File: src/rtl/adder_pkg.sv
// Shared defaults and per-stage control type for the pipelined adder.
package adder_pkg;

  localparam int unsigned ADD_WIDTH_DEF  = 32;
  localparam int unsigned ADD_STAGES_DEF = 4;

  // Control bits that travel alongside each operation through the pipe.
  typedef struct packed {
    logic valid;
    logic sub;
  } stage_ctrl_t;

endpackage

File: src/rtl/adder_chunk_stage.sv
// Combinational CHUNK-bit a+b+c slice; also reports the carry into its own MSB
// so the top slice can derive signed overflow.
module adder_chunk_stage
  import adder_pkg::*;
#(
  parameter int unsigned CHUNK = 8
) (
  input  logic [CHUNK-1:0] a,
  input  logic [CHUNK-1:0] b,
  input  logic             c,
  output logic [CHUNK-1:0] sum,
  output logic             cout,
  output logic             c_msb_in
);

  logic [CHUNK:0] full;

  always_comb begin
    full     = {1'b0, a} + {1'b0, b} + {{CHUNK{1'b0}}, c};
    sum      = full[CHUNK-1:0];
    cout     = full[CHUNK];
    // Sum bit = a ^ b ^ carry-in at that bit, so the MSB carry-in falls out directly.
    c_msb_in = full[CHUNK-1] ^ a[CHUNK-1] ^ b[CHUNK-1];
  end

endmodule

File: src/rtl/pipelined_adder_nbit.sv
// Pipelined ripple-carry adder, one CHUNK per stage, global-stall valid/ready.
// Optional subtract mode: define ADDER_SUB_EN to add the sub port.
module pipelined_adder_nbit
  import adder_pkg::*;
#(
  parameter int unsigned WIDTH  = ADD_WIDTH_DEF,
  parameter int unsigned STAGES = ADD_STAGES_DEF
) (
  input  logic             clk,
  input  logic             rst,
  input  logic             in_valid,
  output logic             in_ready,
  input  logic [WIDTH-1:0] a,
  input  logic [WIDTH-1:0] b,
  input  logic             cin,
  output logic             out_valid,
  input  logic             out_ready,
  output logic [WIDTH-1:0] sum,
  output logic             cout,
  output logic             overflow
`ifdef ADDER_SUB_EN
  ,
  input  logic             sub
`endif
);

  localparam int unsigned CHUNK = WIDTH / STAGES;

  if (WIDTH % STAGES != 0) begin : g_bad_split
    $error("pipelined_adder_nbit: WIDTH must be a multiple of STAGES");
  end

  logic sub_in;
`ifdef ADDER_SUB_EN
  assign sub_in = sub;
`else
  assign sub_in = 1'b0;
`endif

  // Stage registers: operands travel whole, finished chunks accumulate in s_q.
  stage_ctrl_t      ctrl_q [STAGES];
  logic [WIDTH-1:0] a_q    [STAGES];
  logic [WIDTH-1:0] b_q    [STAGES];
  logic [WIDTH-1:0] s_q    [STAGES];
  logic             c_q    [STAGES];
  logic             ov_q;

  stage_ctrl_t      src_ctrl [STAGES];
  logic [WIDTH-1:0] src_a    [STAGES];
  logic [WIDTH-1:0] src_b    [STAGES];
  logic [WIDTH-1:0] src_s    [STAGES];
  logic             src_c    [STAGES];

  logic [CHUNK-1:0] a_chunk    [STAGES];
  logic [CHUNK-1:0] b_chunk    [STAGES];
  logic [CHUNK-1:0] chunk_sum  [STAGES];
  logic             chunk_cout [STAGES];
  logic             chunk_cmsb [STAGES];
  logic [WIDTH-1:0] new_s      [STAGES];

  logic advance;

  assign out_valid = ctrl_q[STAGES-1].valid;
  assign advance   = !out_valid || out_ready;
  assign in_ready  = advance;
  assign sum       = s_q[STAGES-1];
  assign cout      = c_q[STAGES-1];
  assign overflow  = ov_q;

  always_comb begin
    for (int unsigned k = 0; k < STAGES; k++) begin
      if (k == 0) begin
        src_ctrl[k].valid = in_valid;
        src_ctrl[k].sub   = sub_in;
        src_a[k]          = a;
        src_b[k]          = b;
        src_s[k]          = '0;
        src_c[k]          = cin ^ sub_in;
      end else begin
        src_ctrl[k] = ctrl_q[k-1];
        src_a[k]    = a_q[k-1];
        src_b[k]    = b_q[k-1];
        src_s[k]    = s_q[k-1];
        src_c[k]    = c_q[k-1];
      end
      // b is inverted chunk-by-chunk using the sub bit that travels with the op.
      a_chunk[k] = src_a[k][k*CHUNK +: CHUNK];
      b_chunk[k] = src_ctrl[k].sub ? ~src_b[k][k*CHUNK +: CHUNK]
                                   :  src_b[k][k*CHUNK +: CHUNK];
    end
  end

  for (genvar k = 0; k < STAGES; k++) begin : g_stage
    adder_chunk_stage #(
      .CHUNK(CHUNK)
    ) u_chunk (
      .a        (a_chunk[k]),
      .b        (b_chunk[k]),
      .c        (src_c[k]),
      .sum      (chunk_sum[k]),
      .cout     (chunk_cout[k]),
      .c_msb_in (chunk_cmsb[k])
    );
  end

  always_comb begin
    for (int unsigned k = 0; k < STAGES; k++) begin
      new_s[k]                    = src_s[k];
      new_s[k][k*CHUNK +: CHUNK]  = chunk_sum[k];
    end
  end

  always_ff @(posedge clk or posedge rst) begin
    if (rst) begin
      for (int unsigned k = 0; k < STAGES; k++) begin
        ctrl_q[k] <= '0;
        a_q[k]    <= '0;
        b_q[k]    <= '0;
        s_q[k]    <= '0;
        c_q[k]    <= 1'b0;
      end
      ov_q <= 1'b0;
    end else if (advance) begin
      for (int unsigned k = 0; k < STAGES; k++) begin
        ctrl_q[k] <= src_ctrl[k];
        a_q[k]    <= src_a[k];
        b_q[k]    <= src_b[k];
        s_q[k]    <= new_s[k];
        c_q[k]    <= chunk_cout[k];
      end
      ov_q <= chunk_cmsb[STAGES-1] ^ chunk_cout[STAGES-1];
    end
  end

endmodule

File: config.mk
export PLATFORM = sky130hd
export DESIGN_NAME = pipelined_adder_nbit
export DESIGN_NICKNAME = d
export VERILOG_FILES = /design/src/rtl/adder_pkg.sv /design/src/rtl/adder_chunk_stage.sv /design/src/rtl/pipelined_adder_nbit.sv
export SDC_FILE = /design/constraint.sdc
export NUM_CORES = 1
export LEC_CHECK = 0
export BUFFER_PORTS_ARGS = -buffer_cell sky130_fd_sc_hd__buf_2
export CELL_PAD_IN_SITES_DETAIL_PLACEMENT = 1
export CELL_PAD_IN_SITES_GLOBAL_PLACEMENT = 2
export CORE_MARGIN = 3
export CORE_UTILIZATION = 35
export DETAILED_ROUTE_END_ITERATION = 6
export PLACE_DENSITY = 0.86
export SYNTH_ARGS = -nofsm -noshare
export SYNTH_HDL_FRONTEND = slang
export SYNTH_SLANG_ARGS = --single-unit
File: constraint.sdc
create_clock -name clk -period 7.4 [get_ports clk]
set_input_delay 0.74 -clock clk [delete_from_list [all_inputs] [get_ports clk]]
set_output_delay 0.74 -clock clk [all_outputs]
set_load 0.02 [all_outputs]
==> out/qor.yml <==
clkPwrFrac_pct: 21.7
r2r-end: "a_chunk[16]$_DFFE_PP0P_"
vias: 5890
grt_max_degree: 110
initial_utilization_pct: 36.2
ff2ff_setup_slack_ps: 4400
place_congestion: 0.726
synth-async-reset-ratio_pct: 100
cts.root.buffer_cell: "clkbuf_16"
netSwitchingFraction_pct: 38.5
final_hold_viol_count: 0
grt_setup_unrepaired: "false"
hpwl_mm: 11.2
p_int_mw: 2.56
drc: 0
syn_area_um2: 8050
grt_pass1_vias: 5963
viasPerCell: 4.62
p_seq_share_pct: 40.8
nNetsFinal: 1087
overflow: 0
tightest_slew_ps: 1030
hold_slack_ps: 438
worstSetupEndpointType: "output pin"
r2r-start: "out_valid$_DFFE_PP0P_"
grt_util_all_layers_pct: 14.9
insertion_delay_ps: 430
wl_per_cell_um: 13.6
synth_seq_cells: 185
cts_hold_buffers: 0
cts_tree: "built"
ir_drop_uv: 140
clockBufferDepth: 2
synth-edff-count: 0
yosys.cell_types.count: 37
postRouteWirelength_mm: 17.4
area_growth_pct: 16.6
fill_cells: 2616
fin_area_um2: 9390
clock.fmax_mhz: 300
cts_buffers: 17
syn_area_per_cell_um2: 8.98
period_share_pct: 45.1
finalMaxSlewViolations: 0
seq_area_frac_synth_pct: 57.5
setup_viol_count_final: 0
io_pins: 105
start_kind: "flip-flop"
synth_warnings: 0
ant_nets: 0
worstPathMaxFanout: 98
cts_setup_buffers: 0
dieHeight_um: 158
syn_nets: 1001
synthFlopType: "dfrtp_1"
cts_resized: 0
arrival_ps: 2600
total_power_mw: 4.17
p_per_area_nw_per_um2: 444
rows: 54
dieArea_um2: 24900
syn_inst: 896
port-buffer-count: 104
cts_htree_levels: 4
maxCapViolCount: 0
grt_pass1_wl_mm: 29.6
layout-drive-gt1-share_pct: 15.5
n_antenna_cell: 0
hp-class: "input pin to asynchronous set/reset pin"
fp.dieW_um: 158
outcome: "finished, final reports clean"
antenna_found_initial: 0
dp_cells: 1243
worstPathRequired_ps: 6660
worstRegToRegCells: 5
leakage_nw: 5.00
core_area_um2: 22200
drtIter0Drc: 243
final_cells: 1274
combPwrFrac_pct: 37.5
clock-skew-final_ps: 5.78
placed_cell_area_um2: 8810
max_slew_margin_pct: 31.0
p_sw_mw: 1.60
clock_sinks: 185
min_period_ps: 3340
dr.pass1.iters: 4
clk_pin_slew_ps: 70
setup.worst_path.class: "flip-flop to output pin"
tns_ps: 0
-- cells in the final DEF, fill, tap and decap left out, types with 2 or more instances in the layout --
cell type	netlist	routed
nand2_1	462	462
dfrtp_1	185	185
buf_2	3	104
a21oi_1	29	29
nor2_1	28	28
ha_1	28	28
inv_1	22	21
clkbuf_16	0	17
o21ai_1	14	14
xnor2_1	12	12
o21ai_0	10	10
xor2_1	9	9
fa_1	8	8
a21o_1	5	5
nand2b_1	5	5
clkinvlp_4	0	5
clkinv_2	2	4
o31ai_1	4	4
clkinv_4	0	4
buf_4	0	4
nor2b_1	4	3
a21boi_1	3	3
a31oi_1	3	3
nor2b_4	1	2
inv_6	0	2
a21oi_2	2	2
o21ai_2	2	2
a211o_1	2	2
or2_2	2	2
nor3_1	2	2
o21bai_1	2	2
bufinv_16	0	2
-- layer usage --
layer	up-vias	global-route usage [%]	wire length, um
li1	2960	-	-
met1	2834	21.4	8670
met2	85	22.4	7890
met3	11	3.55	661
met4	0	4.42	154
met5	-	0	0
-- flip-flops by register name, indices dropped and copies added (netlist names), 3 cells and up --
register  cells
sum          32
a_q          24
c_q           3
new_s        48
a_chunk      24
b_q          48
ctrl_q        3
-- metrics by stage --
step	util, %	worst slack [ps]
global placement	39.6	4170
detailed placement	39.6	4080
finish	42.2	4060
floorplan	-	1630
global route	42.2	3930
CTS	42.2	4090
-- Yosys cell counts, types with 2 or more instances --
master	instances	area, um^2
a21oi_2	2	17.5
fa_1	8	160
buf_1	8	30.0
nor3_1	2	10.0
a21o_1	5	37.5
inv_1	22	82.6
ha_1	28	350
nor2_1	28	105
o21ai_2	2	17.5
a21boi_1	3	22.5
xnor2_1	12	105
dfrtp_1	185	4630
clkbuf_1	30	113
o31ai_1	4	30.0
or2_2	2	12.5
xor2_1	9	78.8
o21ai_0	10	50.1
nand2_1	462	1730
nand2b_1	5	31.3
a21oi_1	29	145
clkinv_2	2	10.0
a31oi_1	3	18.8
a211o_1	2	17.5
buf_2	3	15.0
nor2b_1	4	25.0
o21ai_1	14	70.1
o21bai_1	2	15.0
-- worst max-delay path, stage by stage, from the launching register on --
cell	delay [ps]
dfrtp_1	430
nor2b_4	160
buf_4	670
inv_6	420
buf_2	320
-- how the worst max path moves through the flow --
stage	from	slack (ps)	to	cells after the start
floorplan	rst	1630	a_chunk[0]$_DFFE_PP0P_	1
global placement	out_ready	4170	a_chunk[16]$_DFFE_PP0P_	6
detailed placement	out_ready	4080	a_chunk[16]$_DFFE_PP0P_	6
CTS	out_valid$_DFFE_PP0P_	4090	in_ready	4
global route	out_valid$_DFFE_PP0P_	3930	in_ready	4
finish	out_valid$_DFFE_PP0P_	4060	in_ready	4
-- cell families after synthesis --
family / share of synthesized area [%]
simple gates: 24.1
flops: 57.5
compound gates: 6.31
buf+inv: 3.16
fa+ha+maj: 6.34
xor+xnor: 2.49
mux: 0.124
-- power groups by stage --
stage	clock network [mW]	logic, mW	registers (mW)
floorplan	0	1.09	1.77
global placement	0	1.54	1.71
detailed placement	0	1.59	1.73
CTS	0.929	1.61	1.71
global route	0.976	1.81	1.76
finish	0.903	1.56	1.70
-- cell type report --
class	count	area (um^2)	area share, %
inverter	25	109	1.16
timing repair buffer	108	551	5.86
clock inverter	14	151	1.61
multi-input combinational	645	3170	33.8
tap	280	350	3.73
sequential	185	4630	49.3
clock buffer	17	425	4.53
(Power assumes the default switching activity.)
